<file path="config.mk">
export PLATFORM = sky130hd
export DESIGN_NAME = alu_cmd_ctrl
export DESIGN_NICKNAME = d
export VERILOG_FILES = /design/src/rtl/alu_cmd_ctrl_pkg.sv /design/src/rtl/alu_cmd_ctrl.sv
export SDC_FILE = /design/constraint.sdc
export NUM_CORES = 1
export LEC_CHECK = 0
export ABC_AREA = 1
export CAP_MARGIN = 15
export CORE_UTILIZATION = 46
export DETAILED_ROUTE_END_ITERATION = 16
export PLACE_DENSITY = 0.89
export SETUP_SLACK_MARGIN = 0.5
export SLEW_MARGIN = 10
export SYNTH_ARGS = -nofsm -noshare
export SYNTH_HDL_FRONTEND = slang
export SYNTH_SLANG_ARGS = --single-unit
</file>
<file path="constraint.sdc">
create_clock -name clk_i -period 1.6 [get_ports clk_i]
set_input_delay 0.16 -clock clk_i [delete_from_list [all_inputs] [get_ports clk_i]]
set_output_delay 0.16 -clock clk_i [all_outputs]
set_load 0.02 [all_outputs]
</file>
<file path="src/rtl/alu_cmd_ctrl_pkg.sv">
// rtl/alu_cmd_ctrl_pkg.sv - shared state encoding and command constants for alu_cmd_ctrl
package alu_cmd_ctrl_pkg;

  localparam int FUN_W = 4;

  localparam logic [7:0] CMD_ALU_OP  = 8'hCC;
  localparam logic [7:0] CMD_ALU_NOP = 8'hDD;

  typedef enum logic [2:0] {
    ST_IDLE,
    ST_RD_A,
    ST_RD_B,
    ST_RD_FUN,
    ST_ALU_RUN,
    ST_SEND_LO,
    ST_SEND_HI
  } state_e;

endpackage

</file>
<file path="src/rtl/alu_cmd_ctrl.sv">
// rtl/alu_cmd_ctrl.sv - byte-command front end for an ALU: collects operands/function,
// fires the ALU, waits for its result with a timeout and streams it back as two bytes.
module alu_cmd_ctrl
  import alu_cmd_ctrl_pkg::*;
#(
  parameter int DATA_WIDTH = 8,
  parameter int TIMEOUT    = 16
) (
  input  logic                    clk_i,
  input  logic                    rst_i,
  input  logic [DATA_WIDTH-1:0]   rx_p_data_i,
  input  logic                    rx_d_vld_i,
  input  logic [2*DATA_WIDTH-1:0] alu_out_i,
  input  logic                    out_valid_i,
  input  logic                    tx_full_i,
  output logic [DATA_WIDTH-1:0]   alu_a_o,
  output logic [DATA_WIDTH-1:0]   alu_b_o,
  output logic [FUN_W-1:0]        alu_fun_o,
  output logic                    alu_en_o,
  output logic                    gate_en_o,
  output logic [DATA_WIDTH-1:0]   tx_p_data_o,
  output logic                    tx_d_vld_o,
  output logic                    busy_o,
  output logic                    err_o
);

  localparam int CNT_W = $clog2(TIMEOUT + 1);
  localparam logic [CNT_W-1:0] CNT_LAST = CNT_W'(TIMEOUT - 1);

  state_e                    state_q, state_d;
  logic [DATA_WIDTH-1:0]     alu_a_q, alu_a_d;
  logic [DATA_WIDTH-1:0]     alu_b_q, alu_b_d;
  logic [FUN_W-1:0]          alu_fun_q, alu_fun_d;
  logic                      alu_en_q, alu_en_d;
  logic                      err_q, err_d;
  logic [2*DATA_WIDTH-1:0]   result_q, result_d;
  logic [CNT_W-1:0]          cnt_q, cnt_d;

  always_ff @(posedge clk_i or posedge rst_i) begin
    if (rst_i) begin
      state_q   <= ST_IDLE;
      alu_a_q   <= '0;
      alu_b_q   <= '0;
      alu_fun_q <= '0;
      alu_en_q  <= 1'b0;
      err_q     <= 1'b0;
      result_q  <= '0;
      cnt_q     <= '0;
    end else begin
      state_q   <= state_d;
      alu_a_q   <= alu_a_d;
      alu_b_q   <= alu_b_d;
      alu_fun_q <= alu_fun_d;
      alu_en_q  <= alu_en_d;
      err_q     <= err_d;
      result_q  <= result_d;
      cnt_q     <= cnt_d;
    end
  end

  always_comb begin
    state_d   = state_q;
    alu_a_d   = alu_a_q;
    alu_b_d   = alu_b_q;
    alu_fun_d = alu_fun_q;
    alu_en_d  = 1'b0;
    err_d     = 1'b0;
    result_d  = result_q;
    cnt_d     = '0;

    case (state_q)
      ST_IDLE: begin
        if (rx_d_vld_i) begin
          if (rx_p_data_i == DATA_WIDTH'(CMD_ALU_OP)) begin
            state_d = ST_RD_A;
          end else if (rx_p_data_i == DATA_WIDTH'(CMD_ALU_NOP)) begin
            state_d = ST_RD_FUN;
          end
        end
      end
      ST_RD_A: begin
        if (rx_d_vld_i) begin
          alu_a_d = rx_p_data_i;
          state_d = ST_RD_B;
        end
      end
      ST_RD_B: begin
        if (rx_d_vld_i) begin
          alu_b_d = rx_p_data_i;
          state_d = ST_RD_FUN;
        end
      end
      ST_RD_FUN: begin
        if (rx_d_vld_i) begin
          alu_fun_d = rx_p_data_i[FUN_W-1:0];
          alu_en_d  = 1'b1;
          state_d   = ST_ALU_RUN;
        end
      end
      ST_ALU_RUN: begin
        // A result arriving on the last counted cycle beats the timeout.
        if (out_valid_i) begin
          result_d = alu_out_i;
          state_d  = ST_SEND_LO;
        end else if (cnt_q == CNT_LAST) begin
          err_d   = 1'b1;
          state_d = ST_IDLE;
        end else begin
          cnt_d = cnt_q + 1'b1;
        end
      end
      ST_SEND_LO: begin
        if (!tx_full_i) begin
          state_d = ST_SEND_HI;
        end
      end
      ST_SEND_HI: begin
        if (!tx_full_i) begin
          state_d = ST_IDLE;
        end
      end
      default: begin
        state_d = ST_IDLE;
      end
    endcase
  end

  // TX write is combinational so the low byte goes out the cycle after OUT_VALID.
  always_comb begin
    tx_p_data_o = '0;
    tx_d_vld_o  = 1'b0;
    if (state_q == ST_SEND_LO) begin
      tx_p_data_o = result_q[DATA_WIDTH-1:0];
      tx_d_vld_o  = !tx_full_i;
    end else if (state_q == ST_SEND_HI) begin
      tx_p_data_o = result_q[2*DATA_WIDTH-1:DATA_WIDTH];
      tx_d_vld_o  = !tx_full_i;
    end
  end

  assign alu_a_o   = alu_a_q;
  assign alu_b_o   = alu_b_q;
  assign alu_fun_o = alu_fun_q;
  assign alu_en_o  = alu_en_q;
  assign err_o     = err_q;
  assign gate_en_o = (state_q == ST_ALU_RUN);
  assign busy_o    = (state_q != ST_IDLE);

endmodule
</file>
==> impl_summary.txt <==
----------------------------------------------------
[GRT]
  GR Util All Layers ... 26.54%
  Most heavily used metal layer in global routing ... met2
  Met1 Use GR ... approximately a third
  Overall overflow remaining after global route ... 0
  Met2 routing resource usage after global routing ... 43.19%
  Met3 Use GR ... between 5 and 6%
  Maximum number of pins on one net before global-route repair ... 47
  Initial antenna violation count ... 0
  First-pass GRT wire length ... 8763 µm
  Number of global-route vias before repair ... 1,822

[Clock tree]
  Number of buffers inserted for hold repair after clock tree synthesis ... 0
  Source-to-sink clock delay at the later pin of the worst-skew pair ... 0.31 ns
  Clock tree from TritonCTS ... done
  Root buffer selected by CTS ... clkbuf_8
  Maximum root-to-sink buffer count ... 2
  Clock transition at the registers of the reported paths ... approximately 0.090 ns
  # clock sinks ... 46
  Number of buffers created by CTS ... 5
  H-tree depth ... 2

[Routing]
  Final antenna-violating net count ... 0
  DRC violation count after routing ... 0
  First-pass iteration count of the detailed router ... 4
  Routed vias ... 2,116
  Drt first-iter violations ... 169
  Routed wire length ... approximately 7700 µm
  Routed length per instance ... 21.21 µm
  Post-DR vias/cell ... 5.813

[STA]
  Final worst path period need ... 1.756 ns
  Max-slew headroom at the worst pin ... 63.60%
  RSZ-0062 raised after global routing ... true
  Setup slack of the critical path after layout ... -0.1565 ns
  Transition time at the pin with the least slew margin ... 0.5443 ns
  Max-slew violations ... 0
  Clock skew after layout ... a little over 0.01 ns
  Max frequency ... 569.3 MHz
  Setup violations, final ... 25
  Hold_ws ... ~0.25 ns
  Share of the cycle needed by the critical path after routing ... 109.8%
  Final hold violations ... 0

[Worst setup path]
  Crit path launch type ... register
  Kind of critical path ... reg -> reg
  Max stage delay cell, worst path ... dfrtp_2
  Most frequent cell on the critical path ... buf_6
  Max incr delay on CP ... 0.48 ns
  Internal reg-to-reg setup slack ... -0.16 ns
  Sort of element at the end of the critical path ... register
  Bufs and invs on worst path ... 3
  Critical-path cell list ... buf_6 -> nor3_4 -> buf_6 -> nand2_8 -> buf_4 -> nor2_2 -> a21oi_1
  Cell family contributing the most delay on the critical path ... buffers and inverters
  Maximum net fanout on the critical path ... 9
  Arrival time reported for the critical path endpoint ... 1.95 ns
  WP data required ... 1.79 ns

[Final layout]
  Post-layout instance count excluding filler cells ... 364
  Total inserted antenna cells ... 0
  Fraction of layout instances using a drive strength above 1 ... 46.82%
  Signed area change from the synthesized netlist to the final layout ... 68.49%
  # nets final ... 343

[Synth]
  Most area-hungry cell type in the Yosys netlist ... dfrtp_1
  Post-Synthesis Cells ... 217
  Register bit total from synthesis ... 46
  Most common flop cell mapped by yosys ... dfrtp_1
  Share of synthesized area occupied by flip-flops and latches ... 57.75%
  Synthesized area per cell ... between 9 and 10 µm²
  Portion of synthesized cell area occupied by the leading cell type ... 57.75%
  Synthesized netlist net count ... 247
  Ranking of synthesized cells by area ... dfrtp_1 58%, o21ai_0 7.5%, nand2_1 7.3%
  Count of flip-flops with a built-in enable after synthesis ... 0
  Mapped cell area ... ~0.002 mm²
  Async SR Flop Fraction ... between 90% and 100%
  Top cells by instance count after synthesis ... 46 x dfrtp_1, 39 x nand2_1, 30 x o21ai_0
  Most frequent cell after synthesis ... dfrtp_1
  Number of warnings issued by yosys ... 0
  Number of distinct library cells after synthesis ... 22

[Die]
  Area of the core region ... 0.004086 mm²
  Initial standard-cell utilization of the core ... 48.78%
  Number of placed I/O pins ... just over 60
  Area of the die ... 0.004600 mm²
  Width of the die ... 67.83 µm
  Std-Cell Rows ... 23
  Die extent in y ... 67.83 µm

[Power and ir drop]
  Power, Total ... 6.152 mW
  Net Switching ... 2.608 mW
  Proportion of power drawn by combinational gates ... 50.2%
  Leakage power of the design ... 1.602 nW
  Power per cell area ... 1832 mW/mm²
  Share of total power consumed by net switching ... 42.39%
  Sequential share of power ... 32.3%
  Highest ir drop seen on vdd ... 1.328 mV
  Cell-internal power ... 3.544 mW
  Power share of the clock group ... 17.5%

[Flow run]
  Max capacitance violation total ... 0

[Placement]
  Placed cell count ... 339
  Final Wtd Congestion ... 0.8652
  Count of buffers from port buffering ... about 60
  HPWL after DPL ... 3507 µm

[Run status]
  Result of the run ... finished, violations left
  Violated checks ... setup timing

[Hold path]
  Class of the worst hold path ... in -> async

----------------------------------------------------
==> worst paths after layout <==
| check | startpoint | end | cells after the start |
|---|---|---|---|
| worst max-delay path | state_q[1]$_DFFE_PP0P_ | result_q[10]$_DFFE_PP0P_ | 7 |
| worst min-delay path | rst_i | alu_b_o[4]$_DFFE_PP0P_ | 3 |
| min in group clk_i | alu_out_i[14] | result_q[14]$_DFFE_PP0P_ | 3 |
| worst max register to register | state_q[1]$_DFFE_PP0P_ | result_q[10]$_DFFE_PP0P_ | 7 |
| worst min register to register | cnt_q[0]$_DFF_PP0_ | cnt_q[0]$_DFF_PP0_ | 1 |
| max in group asynchronous | rst_i | state_q[0]$_DFFE_PP0P_ | 3 |
==> layout make-up <==
type                       count  area, µm²
tap                           50      62.56
timing repair buffer          93      820.8
inverter                      26      116.4
fill                         224      728.2
sequential                    46       1154
multi-input combinational    141       1062
clock inverter                 2      60.06
clock buffer                   6      82.58
==> cells by family (layout without fill, tap and decap cells) <==
| family | Yosys count | count (layout) | share of synthesized area (%) |
|---|---|---|---|
| muxes | 8 | 8 | 4.519 |
| and+or+nand+nor | 88 | 91 | 19.65 |
| adders and majority gates | 1 | 1 | 0.6276 |
| AOI/OAI and AO/OA | 39 | 39 | 9.792 |
| xor gates and xnor gates | 2 | 2 | 0.8790 |
| DFF | 46 | 46 | 57.75 |
| buffers and inverters | 33 | 127 | 6.779 |
==> power by group through the flow <==
| stage | clock (mW) | sequential, mW | combinational [mW] |
|---|---|---|---|
| after CTS | 1.07 | 1.90 | 2.39 |
| after global routing | 1.11 | 2.02 | 3.22 |
| after detailed placement | 0 | 1.90 | 2.41 |
| final | 1.08 | 1.99 | 3.09 |
| after global placement | 0 | 1.88 | 2.35 |
| after floorplan | 0 | 2.14 | 1.11 |
==> cells in the final DEF (no fill, tap or decap), drive strengths merged, types with 8 or more instances in the layout <==
cell type / netlist / layout
nand3: 21 / 21
buf: 4 / 65
o21ai: 30 / 30
clkdlybuf4s50: 0 / 28
nand2: 40 / 42
a21oi: 9 / 9
mux2: 8 / 8
inv: 26 / 23
nor2: 22 / 23
dfrtp: 46 / 46
==> metrics by stage <==
stage	setup TNS, ns	setup slack [ns]	utilization (%)	cell area, µm²
2_1_floorplan	0	0.06287	-	2103
3_3_place_gp	-0.6551	-0.08103	70.15	2867
3_5_place_dp	-0.8831	-0.1250	70.15	2867
4_1_cts	0	0.07023	74.83	3058
5_1_grt	-2.282	-0.2065	82.18	3358
6_report	-1.427	-0.1565	82.18	3358
==> repair_timing <==
item | 4_1_cts | 5_1_grt
gates cloned | 2 | 2
pin swaps | 5 | 10
gates resized for setup | 172 | 79
setup buffers | 7 | 6
setup endpoints to repair | 77 | 60
==> worst register-to-register path: stages, from the launching register on <==
cell	delay (ns)
dfrtp_2	0.48
buf_6	0.16
nor3_4	0.35
buf_6	0.18
nand2_8	0.09
buf_4	0.20
nor2_2	0.10
a21oi_1	0.07
==> per-layer routing <==
| metal | vias to the layer above | part of all wire, % |
|---|---|---|
| li1 | 902 | - |
| met3 | 40 | 6.7 |
| met4 | 0 | 4.3 |
| met2 | 114 | 52 |
| met5 | - | 0 |
| met1 | 1060 | 37 |
==> state kept, by name, indices dropped and copies added, names as in the netlist <==
signal and cells:
alu_b_o 8, err_o 1, alu_en_o 1, state_q 3
cnt_q 5, alu_fun_o 4, alu_a_o 8, result_q 16
Power figures use the tool's default switching activity.
==> RTL change 1, RTL diff (config.mk and constraints unchanged) <==
`result_q` no longer has a reset.
--- a/src/rtl/alu_cmd_ctrl.sv
+++ b/src/rtl/alu_cmd_ctrl.sv
@@ -45,5 +45,4 @@
       alu_en_q  <= 1'b0;
       err_q     <= 1'b0;
-      result_q  <= '0;
       cnt_q     <= '0;
     end else begin
@@ -54,7 +53,10 @@
       alu_en_q  <= alu_en_d;
       err_q     <= err_d;
-      result_q  <= result_d;
       cnt_q     <= cnt_d;
     end
+  end
+
+  always_ff @(posedge clk_i) begin
+    result_q <= result_d;
   end
 
Behaviour: no difference found for any inputs over 10 cycles, from zero or initial values and one cycle with rst_i high; that may be too few to reach the edited logic, so the function may still have changed.
==> RTL change 1 against the unedited design <==
  * The run still ends with setup timing left
  * Largest cell class unchanged
  * Sequential cell count unchanged
  * Register-to-register slack better by 0.18 ns
  * Setup slack better by 0.14 ns
  * Combinational power up 7.1%
  * Core utilization up 0.25 points
  * Synthesized cell count down 12%
  * Clock skew down 0.0049 ns
  * Final area up 0.30%
  * Hold slack worse by 0.024 ns
  * Wire length down 8.9%
  * First-iteration DRC count down 5.3%
  * Sequential share of layout area up 2.3 points
  * Area after synthesis down 0.25%
  * Total power down 4.4%
==> RTL change 1: results (changes against the unedited design) <==
* CP arrival at 1.45 ns (-0.50 ns)
* Footprint of the multi-input gates at 1010 um2 (-4.5%)
* Leakage at 1.54 nW (-3.9%)
* Fill cell count at 196 (-13%)
* Number of non-clock buffers in the layout at 97 (+4.3%)
* Met3 wire len at 426 um (-17%)
* Crit-path max FO at 10 (+1)
* M2 GR Usage at 0.490 (+0.0582)
* Worst-Margin Slew at 0.383 ns (-0.161 ns)
* Placed cells at 319 (-5.9%)
* Ranking of synthesized cells by area: dfrtp_1 38%, edfxtp_1 24%, nand2_1 8.1%
* # clk buffers at 7 (+1)
* Final setup fails at 8 (-68%)
* Cells after Synth at 190 (-12%)
* Dpl hpwl at 3240 um (-7.5%)
* Final core utilization at 0.824 (+0.00245)
* Post-synthesis sequential area ratio at 0.619 (+0.0417)
* Reg2Reg Depth at 10 (+3)
* First-pass GRT wire length at 9130 um (+4.2%)
* Fin Setup TNS at -0.0827 ns (+1.34 ns)
* Setup slack, reg-to-reg at 0.02 ns (+0.18 ns)
* Failing checks: setup timing
* Grt met1 use at 0.334 (-0.00108)
* Setup WS post-layout at -0.0138 ns (+0.143 ns)
* Via count at 1947 (-8.0%)
* Sw power at 2.48 mW (-4.9%)
* TritonRoute pass-1 iters at 7 (+3)
* Largest net degree at the start of global routing at 31 (-34%)
* ClkCell Share at 0.0301 (-0.0124)
* WL/cell at 20.4 um (-3.9%)
* GRT met3 Usage at 0.0541 (+0.00239)
* Post-synth top area share at 0.378 (-0.200)
* M1 WL at 2600 um (-9.7%)
* RR Endpoint: state_q[2]$_DFFE_PP0P_
* Placed Area at 2910 um2 (+1.4%)
* Outcome: finished, violations left
* Family with the most delay on the worst path: flip-flops
-- RTL change 1: kinds of logic after synthesis --
kind of cell | after synthesis | synth area share
AO/OA/AOI/OAI | 35 | 0.121
XOR/XNOR | 1 | 0.00441
AND/OR/NAND/NOR | 82 | 0.192
adder cells (fa/ha/maj) | 1 | 0.00629
buffers and inverters | 25 | 0.0566
flip-flops | 46 | 0.619
-- RTL change 1: timing repair --
action | CTS | global route
cloned | 2 | 1
hold endpoints to repair | 0 | 0
pin swaps | 13 | 10
resized for setup | 167 | 62
setup buffers | 8 | 7
setup endpoints to repair | 79 | 74
-- RTL change 1: power by group through the flow --
| stage | clock, mW | combinational (mW) | sequential (mW) |
|---|---|---|---|
| final | 0.788 | 3.31 | 1.78 |
| after CTS | 0.779 | 2.78 | 1.70 |
| after global placement | 0 | 2.31 | 1.71 |
| after floorplan | 0 | 0.957 | 2.01 |
| after global routing | 0.837 | 3.46 | 1.81 |
| after detailed placement | 0 | 2.36 | 1.72 |
==> RTL change 2, RTL diff (same flow settings) <==
Without the edit above. The parameter `TIMEOUT` goes from 16 to 32.
--- a/src/rtl/alu_cmd_ctrl.sv
+++ b/src/rtl/alu_cmd_ctrl.sv
@@ -5,5 +5,5 @@
 #(
   parameter int DATA_WIDTH = 8,
-  parameter int TIMEOUT    = 16
+  parameter int TIMEOUT    = 32
 ) (
   input  logic                    clk_i,
Formal check against the unedited RTL: same outputs for any inputs over 10 cycles, from zero or initial values and one cycle with rst_i high; that may be too few to reach the edited logic, so the function may still have changed.
==> RTL change 2 against the unedited design <==
  * Area after synthesis is 3.1% higher
  * Sequential share of layout area is 1.7 points higher
  * Die area is 3.0% higher
  * Final area is 2.6% lower
  * Largest power group unchanged
  * Wire length is 17% lower
  * Global-route usage is 0.12 points lower
  * Sequential cell count is 1 higher
  * Total power is 9.9% lower
  * Critical path depth is 1 lower
  * Synthesized cell count is 8.8% higher
  * Hold slack better by 0.00091 ns
  * Setup slack better by 0.22 ns
  * Maximum frequency is 15% higher
==> RTL change 2: results (changes against the unedited design) <==
* Maximum vdd drop at 0.00106 V (-21%)
* Footprint of the multi-input gates at 1050 um2 (-1.2%)
* Initial DRC count at 103 (-39%)
* Pint at 3.20 mW (-9.6%)
* Final wirelength at 6440 um (-17%)
* CP arrival at 1.74 ns (-0.21 ns)
* Leakage at 1.54 nW (-3.8%)
* Total track usage at 0.264 (-0.00122)
* Mapped Nets at 266 (+7.7%)
* TritonRoute pass-1 iters at 4 (unchanged)
* H-tree levels at 2 (unchanged)
* CTS Buf Count at 5 (unchanged)
* Most flops, register: result_q
* Dpl ws at -0.0830 ns (+0.0420 ns)
* Final #Nets at 352 (+2.6%)
* Gpl congestion at 0.854 (-1.3%)
* Fraction of layout cells with a size suffix above 1 at 0.381 (-0.0873)
* Worst skew pair latency at 0.30 ns
* Non-Filler Instances at 373 (+2.5%)
* Vias in the first global route at 1908 (+4.7%)
* Remaining antenna violation count after routing at 0 (unchanged)
* Max-slew violations at 0 (unchanged)
* Fill cell count at 258 (+15%)
* Reg clk slew, reported paths at 0.08 ns
* First-pass GRT wire length at 8780 um (+0.15%)
* Clock Path Buffers at 2 (unchanged)
* Synth top cells by count: 47 x dfrtp_1, 40 x nand2_1, 37 x inv_1
* Ant. Diodes at 0 (unchanged)
* Placed Area at 2870 um2 (about the same)
* Largest register FFs at 16 (unchanged)
* Final setup fails at 0 (-100%)
* Dpl hpwl at 3380 um (-3.7%)
* Placed cells at 356 (+5.0%)
* IO Port Bufs at 61 (unchanged)
* CTS root buf: clkbuf_8
* Via count at 2002 (-5.4%)
* Async SR Flop Fraction at 1.00 (unchanged)
* Outcome: complete, no violations
* Netlist cell types at 20 (-9.1%)
* Ranking of synthesized cells by area: dfrtp_1 57%, nand2_1 7.3%, inv_1 6.8%
* Post-synthesis sequential area ratio at 0.572 (-0.00540)
* Largest net degree at the start of global routing at 48 (+2.1%)
* Crit-path max FO at 17 (+8)
* Final Skew at 0.00482 ns (-0.00552 ns)
* Cells after Synth at 236 (+8.8%)
* Top FF cell, synth: dfrtp_1
* Syn. warnings at 0 (unchanged)
* Initial antenna violation count at 0 (unchanged)
* Hold Crit Class: in -> async
* Worst-Margin Slew at 0.583 ns (+0.0385 ns)
RTL change 2: cell types whose count changed after synthesis, sizes merged, moves of 2 or more:
cell / delta
a21oi: +11
o21ai: -6
inv: +12
mux2: -8
clkbuf: -3
nand2: +3
nand3: -10
o22ai: +8
buf: +2
nor2: +11
RTL change 2: area by class of cell:
class	count	area share
multi-input cells	149	0.321
well taps	50	0.0191
inverters	38	0.0463
repair buffers	81	0.223
clock buffers	8	0.0306
flip-flops and latches	47	0.360
RTL change 2: timing repair:
action | 4_1_cts | 5_1_grt
setup endpoints to repair | 79 | 59
buffers inserted | 4 | 1
pin swaps | 7 | 5
hold buffers | 0 | 0
cloned | 4 | 0
resized for setup | 192 | 36
RTL change 2: power groups by stage:
stage          clock, mW  combinational (mW)  sequential (mW)
2_1_floorplan          0               0.995             2.14
3_3_place_gp           0                2.28             1.85
3_5_place_dp           0                2.36             1.87
4_1_cts            0.787                2.55             1.87
5_1_grt            0.849                3.06             1.94
6_report           0.779                2.86             1.91
RTL change 2: cells by family (layout without fill, tap and decap cells):
| group | after synthesis | after routing | synth area share |
|---|---|---|---|
| and+or+nand+nor | 91 | 95 | 0.196 |
| AOI/OAI and AO/OA | 53 | 53 | 0.136 |
| DFF | 47 | 47 | 0.572 |
| buffers and inverters | 44 | 127 | 0.0901 |
| adders and majority gates | 1 | 1 | 0.00609 |
RTL change 2: path summary, 6_finish.rpt:
kind / start / to / slack, ns / depth (start not counted)
worst max-delay path: state_q[2]$_DFFE_PP0P_ / result_q[2]$_DFFE_PP0P_ / 0.07 / 6
worst min-delay path: rst_i / result_q[4]$_DFFE_PP0P_ / 0.25 / 3
worst max register to register: state_q[2]$_DFFE_PP0P_ / result_q[2]$_DFFE_PP0P_ / 0.07 / 6
worst min register to register: alu_b_o[0]$_DFFE_PP0P_ / alu_b_o[0]$_DFFE_PP0P_ / 0.49 / 2
max in group asynchronous: rst_i / state_q[2]$_DFFE_PP0P_ / 1.11 / 3
min in group clk_i: alu_out_i[0] / result_q[0]$_DFFE_PP0P_ / 0.45 / 3
RTL change 2: per-layer routing:
| layer | routed length [um] | vias up | GRT usage | part of all wire |
|---|---|---|---|---|
| met2 | 3460 | 72 | 0.483 | 0.54 |
| met3 | 435 | 13 | 0.0526 | 0.068 |
| li1 | - | 933 | - | - |
| met1 | 2390 | 984 | 0.294 | 0.37 |
| met4 | 155 | 0 | 0.115 | 0.024 |
| met5 | 0 | - | 0 | 0 |
RTL change 2: critical path, cell delays in order (launching register included):
cell	delay, ns
dfrtp_2	0.49
buf_4	0.19
inv_4	0.05
nor2_4	0.14
buf_8	0.17
nand2_8	0.12
a21oi_1	0.27
